==> config.mk <==
export PLATFORM = sky130hd
export DESIGN_NAME = key_seq_tx
export DESIGN_NICKNAME = d
export VERILOG_FILES = /design/src/rtl/key_seq_pkg.sv /design/src/rtl/key_seq_rom.sv /design/src/rtl/key_seq_tx.sv
export SDC_FILE = /design/constraint.sdc
export NUM_CORES = 1
export LEC_CHECK = 0
export CAP_MARGIN = 20
export CELL_PAD_IN_SITES_DETAIL_PLACEMENT = 0
export CELL_PAD_IN_SITES_GLOBAL_PLACEMENT = 2
export CORE_MARGIN = 2
export CORE_UTILIZATION = 27
export CTS_CLUSTER_SIZE = 30
export DETAILED_ROUTE_END_ITERATION = 16
export MAX_ROUTING_LAYER = met4
export PLACE_DENSITY_LB_ADDON = 0.1
export SLEW_MARGIN = 25
export SYNTH_ARGS = -nofsm -noshare
export SYNTH_HDL_FRONTEND = slang
export SYNTH_SLANG_ARGS = --single-unit
==> constraint.sdc <==
create_clock -name clk -period 1.83 [get_ports clk]
set_input_delay 0.549 -clock clk [delete_from_list [all_inputs] [get_ports clk]]
set_output_delay 0.549 -clock clk [all_outputs]
set_load 0.02 [all_outputs]
==> src/rtl/key_seq_pkg.sv <==
// Constants shared by the key transmitter and any detector that listens on the same byte bus.
package key_seq_pkg;

    localparam int BYTE_W          = 8;
    localparam int KEY_LEN_DEFAULT = 8;
    // Spells "n0_sP1c3" when read from byte 0 upward.
    localparam logic [63:0] KEY_DEFAULT = 64'h33_63_31_50_73_5F_30_6E;

    typedef enum logic [1:0] {
        IDLE,
        SEND,
        DONE
    } state_t;

endpackage

==> src/rtl/key_seq_rom.sv <==
// Combinational byte selector: maps a key index to its 8-bit slice of the packed key.
module key_seq_rom
    import key_seq_pkg::*;
#(
    parameter int                        LEN = KEY_LEN_DEFAULT,
    parameter logic [BYTE_W*LEN-1:0]     KEY = KEY_DEFAULT
) (
    input  logic [3:0]        idx,
    output logic [BYTE_W-1:0] q
);

    always_comb begin
        q = '0;
        for (int i = 0; i < LEN; i++) begin
            if (idx == 4'(i)) begin
                q = KEY[BYTE_W*i +: BYTE_W];
            end
        end
    end

endmodule

==> src/rtl/key_seq_tx.sv <==
// Sends a fixed key one byte per valid/ready transfer after a start pulse, then pulses done.
module key_seq_tx
    import key_seq_pkg::*;
#(
    parameter int                        LEN = KEY_LEN_DEFAULT,
    parameter logic [BYTE_W*LEN-1:0]     KEY = KEY_DEFAULT
) (
    input  logic              clk,
    input  logic              clr_n,
    input  logic              start,
    input  logic              abort,
    input  logic              ready,
    output logic [BYTE_W-1:0] d,
    output logic              d_valid,
    output logic              busy,
    output logic              done
);

    if (LEN < 1 || LEN > 16) begin : g_len_chk
        $error("key_seq_tx: LEN must be in 1..16");
    end

    localparam logic [3:0] LAST = 4'(LEN - 1);

    state_t            state, state_nx;
    logic [3:0]        idx, idx_nx;
    logic              vld_nx;
    logic [BYTE_W-1:0] rom_q;
    logic [BYTE_W-1:0] d_nx;

    always_comb begin
        state_nx = state;
        idx_nx   = idx;
        vld_nx   = d_valid;
        case (state)
            IDLE: begin
                if (start) begin
                    state_nx = SEND;
                    idx_nx   = '0;
                    vld_nx   = 1'b1;
                end
            end
            SEND: begin
                // Abort beats a coincident final transfer, so no done pulse follows.
                if (abort) begin
                    state_nx = IDLE;
                    idx_nx   = '0;
                    vld_nx   = 1'b0;
                end else if (ready) begin
                    if (idx == LAST) begin
                        state_nx = DONE;
                        idx_nx   = '0;
                        vld_nx   = 1'b0;
                    end else begin
                        idx_nx = idx + 4'd1;
                    end
                end
            end
            DONE: begin
                state_nx = IDLE;
                idx_nx   = '0;
                vld_nx   = 1'b0;
            end
            default: begin
                state_nx = IDLE;
                idx_nx   = '0;
                vld_nx   = 1'b0;
            end
        endcase
    end

    // Looking up the next index lets d be registered without an extra cycle of latency.
    key_seq_rom #(
        .LEN (LEN),
        .KEY (KEY)
    ) u_rom (
        .idx (idx_nx),
        .q   (rom_q)
    );

    assign d_nx = vld_nx ? rom_q : '0;

    always_ff @(posedge clk) begin
        if (!clr_n) begin
            state   <= IDLE;
            idx     <= '0;
            d       <= '0;
            d_valid <= 1'b0;
        end else begin
            state   <= state_nx;
            idx     <= idx_nx;
            d       <= d_nx;
            d_valid <= vld_nx;
        end
    end

    assign busy = (state != IDLE);
    assign done = (state == DONE);

endmodule

* Word level (Yosys, flattened, before mapping)
Cells that the tools add are included.
Cells by class: bitwise operators 2, equality and inequality tests 13, mux-type cells 23, reductions and logical operators 8, add/subtract/negate cells 1
Operator list (count):
- 7-bit two-way mux | 7
- 4-bit by 3-bit equality test with 1-bit output (second input constant) | 5
- 4-bit two-way mux | 4
- 9-bit OR reduction | 1
- 4-bit by 2-bit equality test with 1-bit output (second input constant) | 2
- 2-bit two-way mux | 4
- 4-bit one-hot mux with 2 select lines | 1
- 7-bit OR reduction | 1
- 6-bit two-way mux | 1
- 3-bit != test (second input constant) | 2
- 4-bit by 1-bit adder with 4-bit output (second input constant) | 1
- 4-bit by 1-bit equality test with 1-bit output (second input constant) | 1
- 4-bit logical NOT | 1
- 1-bit two-way mux | 4
- 2-bit one-hot mux with 2 select lines | 1
- 3-bit AND reduction | 1
- 3-bit OR reduction | 1
- 2-bit by 1-bit equality test with 1-bit output (second input constant) | 1
- 2-bit equality test (second input constant) | 1
- 2-bit logical NOT | 1
- 2-bit != test (second input constant) | 1
- 1-bit NOT | 2
- 1-bit one-hot mux with 2 select lines | 1
- 2-bit AND reduction | 1
- 2-bit nonzero test | 1
Word-level totals: bits in registers 15, word-level logic and storage cells 54, output and inout bits 11

* Longest topological paths before layout
word-level depth 14, gate-level depth with buffers 6

* Hierarchy
From an unflattened synthesis, not the netlist that was laid out.
Second synthesis, totals: cells, all modules 78, area, all modules 714.4 um2
Modules (own cells, without submodules):
- key_seq_tx | cells each 64, times used 1, seq. area each 300.3 um2, area each 629.4 um2
- key_seq_rom | cells each 14, times used 1, seq. area each 0.0 um2, area each 85.1 um2

* Worst setup path after synthesis
No wires, ideal clock.
path type input-to-reg, from in ready, to reg d[4], stages on the path 5, setup time 0.115 ns, setup slack 0.190 ns, data arrival time 1.525 ns, cell sequence mux2_2 > a32oi_1 > nor2_1 > xor2_1 > o21ba_1
On the way: cells in the longest elaborated chain, start to end 11
RTL lines:
- start: declaration | RTL line key_seq_tx.sv:12 | input logic ready,
- 4-bit two-way mux | RTL line key_seq_tx.sv:49 | end else if (ready) begin
- 4-bit two-way mux | RTL line key_seq_tx.sv:45 | if (abort) begin
- 4-bit one-hot mux with 2 select lines | RTL line key_seq_tx.sv:35 | case (state)
- 4-bit by 1-bit equality test with 1-bit output | RTL line key_seq_rom.sv:15 | if (idx == 4'(i)) begin
- 7-bit two-way mux (6 in series) | RTL line key_seq_rom.sv:15
- 6-bit two-way mux | RTL line key_seq_rom.sv:15
- end signal: assignment | RTL line key_seq_tx.sv:92 | d <= d_nx;
- end: declaration | RTL line key_seq_tx.sv:13 | output logic [BYTE_W-1:0] d,
Several ways; a longest one is shown, not always the timed one. A chain may end at the register's enable or synchronous reset.

==> results by group <==
Power and ir drop
  • Total power density per cell area: 644.6 nW/um^2
  • Standby leakage power: ~0.43 nW
  • Maximum vdd drop: a little over 0.0003 V
  • Power after layout: between 0.0006 and 0.0007 W

Clock tree
  • Num Clock Sinks: 13
  • Clock-pin slew reported for the worst setup and hold paths after clock tree synthesis: 90 ps
  • TritonCTS clock tree: done
  • Skew-Pair Late Insertion Delay: 290 ps
  • Bufs on Longest Clock Path: 2
  • Number of buffers inserted for hold repair after clock tree synthesis: 0
  • Total CTS buffers: 3
  • Clock Tree Root: sky130_fd_sc_hd__clkbuf_4
  • H-tree levels: 1

STA
  • Endpoints failing hold: 0
  • Final min period: about 1800 ps
  • Achievable Freq: 568.4 MHz
  • Fin Setup TNS: 0 ps
  • Final count of pins violating max slew: 0
  • Period utilisation layout: 96.14%
  • Final WS setup: between 70 and 80 ps
  • Post-route clock skew: 6.235 ps
  • Setup repair after global routing missed its margin: no
  • Number of setup violations in the final report: 0

Synthesis
  • Post-Syn Area: 619.3 um^2
  • Most area-consuming cells after synthesis: sky130_fd_sc_hd__dfxtp_1 (42%), sky130_fd_sc_hd__a21oi_1 (5.7%), sky130_fd_sc_hd__o32ai_4 (4.4%)
  • Post-synth net total: 71
  • Biggest area consumer among synthesized cells: sky130_fd_sc_hd__dfxtp_1
  • Share of the yosys chip area belonging to registers: 42.02%
  • Async SR Flop Fraction: 0%
  • Commonest cells in the netlist: sky130_fd_sc_hd__dfxtp_1 (13), sky130_fd_sc_hd__a21oi_1 (7), sky130_fd_sc_hd__nor2_1 (6), sky130_fd_sc_hd__inv_1 (4), sky130_fd_sc_hd__nand2b_1 (4)
  • Number of storage elements in the synthesis netlist: 13
  • Post-synthesis area per instance: 9.528 um^2
  • Number of synthesized flops with an enable pin: 0
  • Number of distinct standard cells referenced by the synthesized netlist: 31
  • Yosys warns: 0
  • Most used flip-flop cell after synthesis: sky130_fd_sc_hd__dfxtp_1
  • Share of the synthesized area in the top cell type: 42.02%
  • Most frequent cell after synthesis: sky130_fd_sc_hd__dfxtp_1
  • Mapped Cells: between 60 and 70

Final layout
  • Number of nets in the layout: 103
  • Area added between synthesis and finish: 51.11%
  • Final design instance area without fill: a little over 900 um^2
  • Number of standard cells in the final layout excluding fillers: 124
  • Fill cells: 230
  • Share of post-route cells with drive strength above 1: 31.25%
  • Antenna diodes: 0

Hold path
  • Class of the tightest hold or removal check: register to register

Worst setup path
  • Slowest CP cell: sky130_fd_sc_hd__clkdlybuf4s50_1
  • CP cell instances: clkdlybuf4s50_1
  • WS Path Type: register to output port
  • Buf+Inv Stages, Crit Path: 1
  • Critical Path End Type: output port
  • Critical Path Start Type: register
  • Worst endpoint required time: 1280 ps
  • Data arrival at the endpoint of the critical path: 1210 ps
  • Largest stage delay on the critical path: 600 ps
  • Top cell family by delay on the critical path: buffers and inverters
  • Worst setup slack for register-to-register paths: 110 ps
  • Maximum net fanout on the critical path: 2

Routing
  • DRT iter0 DRCs: 10
  • Drt first pass iters: 2
  • Vias per Instance: 4.540
  • Average wire per standard cell: between 10 and 15 um
  • DRC violations left: 0
  • Antenna-violating nets left: 0
  • Overall via count from detail_route: 563
  • Total wire length after detailed routing: 1425 um

Global routing
  • Largest net degree at the start of global routing: 8
  • Global-route wire length before repair: 2332 um
  • Global route overflow: 0
  • Number of global-route vias before repair: 522
  • Number of antenna violations at the first check in global routing: 0
  • Global-route usage over all layers: 12.45%

Floorplanning
  • Initial core utilization: 28.27%
  • Die ar.: 2693 um^2
  • Core Footprint: approximately 2200 um^2
  • Die Wd: 51.90 um
  • Number of top-level design ports: 16
  • Rows: 17
  • Vertical extent of the die: 51.90 um

Place
  • Cell area reported after detailed placement: roughly 870 um^2
  • Worst setup slack after placement: -391.4 ps
  • Buffers added on ports: 14
  • Placed cells: 118
  • HPWL after detailed placement: between 1000 and 1500 um
  • RePlAce Congestion: 0.7954

Status
  • Run status: complete, no violations

Job
  • Number of maximum-capacitance constraint violations: 0
## registers in the layout (all words and copies together), names as in the netlist
signal,cells
d,6
d_valid,1
idx,4
state,2
## layout by cell type (no fill, tap or decap), types with 2 or more instances in the layout
master and n:
sky130_fd_sc_hd__nand2_1 2, sky130_fd_sc_hd__clkbuf_4 3, sky130_fd_sc_hd__dlymetal6s2s_1 2, sky130_fd_sc_hd__buf_4 16, sky130_fd_sc_hd__inv_1 4, sky130_fd_sc_hd__nor3_1 2, sky130_fd_sc_hd__dlygate4sd2_1 4, sky130_fd_sc_hd__nand2b_1 4
sky130_fd_sc_hd__a21oi_1 6, sky130_fd_sc_hd__nor2_1 6, sky130_fd_sc_hd__clkdlybuf4s50_1 8, sky130_fd_sc_hd__dfxtp_2 2, sky130_fd_sc_hd__dfxtp_1 11
## path summary, 6_finish.rpt
| check | from | endpoint | cells after the start |
|---|---|---|---|
| hold reg to reg | d_valid | d_valid | 2 |
| setup / recovery | d[2] | d[3] | 1 |
| hold / removal | d_valid | d_valid | 2 |
| setup reg to reg | idx[1] | d[4] | 6 |
## area by class of cell
cell class,count,area [um^2],area share (%)
timing repair buffer,30,260.3,27.81
clock buffer,4,26.28,2.807
inverter,4,15.01,1.604
tap,28,35.03,3.743
sequential,13,262.8,28.07
multi-input combinational,45,336.6,35.96
## where the power goes
group,switching [W],internal (W)
Clock,0.000102,0.0000847
Combinational,0.0000556,0.0000581
Sequential,0.00000754,0.000295
## per-layer routing
layer,share of wire [%],wire (um),GRT usage [%]
met5,0,0,-
met4,2.7,38,7.895
met3,4.9,70,3.161
met2,42,599,17.72
met1,50,716,15.58
## through the flow
stage | util, % | hold WS, ps
6_report | 42.72 | 520.4
3_5_place_dp | 39.86 | 506.3
3_3_place_gp | 39.86 | 506.9
4_1_cts | 41.86 | 524.7
5_1_grt | 42.72 | 545.9
2_1_floorplan | - | 508.2
## what timing repair did
item / 4_1_cts / 5_1_grt
resized for setup: 8 / 4
setup buffers: 1 / 1
pin swaps: 4 / 2
setup endpoints to repair: 4 / 4
hold endpoints to repair: 0 / 0
## cells by family (layout without fill, tap and decap cells)
kind of cell	after synthesis	in the layout	synth area share [%]
muxes	1	1	1.818
AOI/OAI and AO/OA	16	16	21.62
xor gates and xnor gates	2	2	2.829
adders and majority gates	1	1	2.020
DFF	13	13	42.02
and+or+nand+nor	24	24	22.42
other	1	1	0.6055
buffers and inverters	7	38	6.665
Note: power is estimated with default switching activity, not from simulation.
==> RTL edit (config.mk and constraints unchanged) <==
The package constant `KEY_LEN_DEFAULT` goes from 8 to 16.
--- a/src/rtl/key_seq_pkg.sv
+++ b/src/rtl/key_seq_pkg.sv
@@ -4,3 +4,3 @@
     localparam int BYTE_W          = 8;
-    localparam int KEY_LEN_DEFAULT = 8;
+    localparam int KEY_LEN_DEFAULT = 16;
     // Spells "n0_sP1c3" when read from byte 0 upward.
Check against the original RTL: not equivalent (Yosys sat finds a counterexample within 10 cycles, from zero or initial values).
==> RTL edit against the original RTL <==
Total power up 1.3%; area after synthesis up 8.9%; worst setup slack worse by 0.066 ns; sequential cell count unchanged; clock skew about the same; die area up 8.2%; routed wire length up 35%; final area up 16%; critical path type is now in2reg; largest cell class unchanged.
==> RTL edit: results (changes against the original RTL) <==
[grt]
gr-usage-met3_pct = 2.50  ; -0.66 points
met1_usage_pct = 18.1  ; +2.5 points
grt_usage_pct = 14.8  ; +2.3 points
grt_pass1_vias = 669  ; +28%

[timing]
post-route-min-period_ns = 1.83  ; +0.0659 ns
fin_hold_ws_ns = 0.686  ; +0.166 ns
finalClockSkew_ns = 0.00631  ; +0.0000716 ns

[logic_synthesis]
synth.area.mux_share_pct = 1.67  ; -0.15 points
ys_seq_area_share_pct = 38.6  ; -3.4 points
synth_fp_nets = 80  ; +13%
synthAdderAreaFrac_pct = 1.86  ; -0.16 points
ys_top_cells_by_area = dfxtp_1 39%, o21a_1 3.3%, and2_1 2.8%, inv_1 2.8%, nor2_1 2.8%
synth_compound_area_share_pct = 22.3  ; +0.65 points
synth_cell_types = 39  ; +26%

[finish]
numSequentialCells = 13  ; unchanged
clock_area_share_pct = 2.42  ; -0.38 points
multi_input_area_share_pct = 38.3  ; +2.4 points
signal_buffers = 39  ; +30%
drive_above_1_share_pct = 39.8  ; +8.6 points
sh_seq_area_pct = 24.7  ; -3.4 points
buffer_area_share_pct = 29.3  ; +1.5 points

[outcome]
status = finished, final reports clean

[setup_path]
r2r_start = state[1]$_SDFFE_PN0P_
cpPeakStageDelay_ns = 0.52  ; -0.08 ns
critical_path.top_delay_family = simple AND/OR/NAND/NOR gates
slowest_stage = or4b_4
critPathLaunch = abort
endpoint = d[5]$_SDFF_PP0_

[route]
drt_iter0_markers = 11  ; +1
met2_length_um = 878  ; +47%
wl_met1_um = 881  ; +23%
wire_per_inst_um = 13.5  ; +17%

[pwr]
p_leak_nw = 0.478  ; +11%
p_switching_mw = 0.169  ; +2.2%
power_frac_seq_pct = 48.8  ; -1.4 points

[die]
die_w_um = 54.0  ; +4.0%

-- RTL edit: changes by cell type after synthesis, sizes merged, moves of 3 or more --
cell    change
nand2b      -3
a211oi      +3
a21oi       -7
o21a        +3
-- RTL edit: stage by stage --
| step | TNS (ns) | total power [mW] | instances |
|---|---|---|---|
| floorplan | -0.0832 | 0.363 | 74 |
| global placement | -4.80 | 0.423 | 135 |
| detailed placement | -4.79 | 0.423 | 135 |
| CTS | -0.0573 | 0.611 | 139 |
| global route | -0.0218 | 0.636 | 143 |
| finish | 0 | 0.611 | 143 |
-- RTL edit: worst register-to-register path: cells and delay by family (launching register included) --
family           cells  cell delay [ns]
AO/OA/AOI/OAI        1             0.26
flip-flops           1             0.36
AND/OR/NAND/NOR      3             1.09
-- RTL edit: repair_timing --
| action | CTS | global route |
|---|---|---|
| resized for setup | 14 | 10 |
| endpoints found under the setup margin | 10 | 6 |
| buffers inserted | 0 | 4 |
| pin swaps | 2 | 6 |
| gates cloned | 0 | 0 |
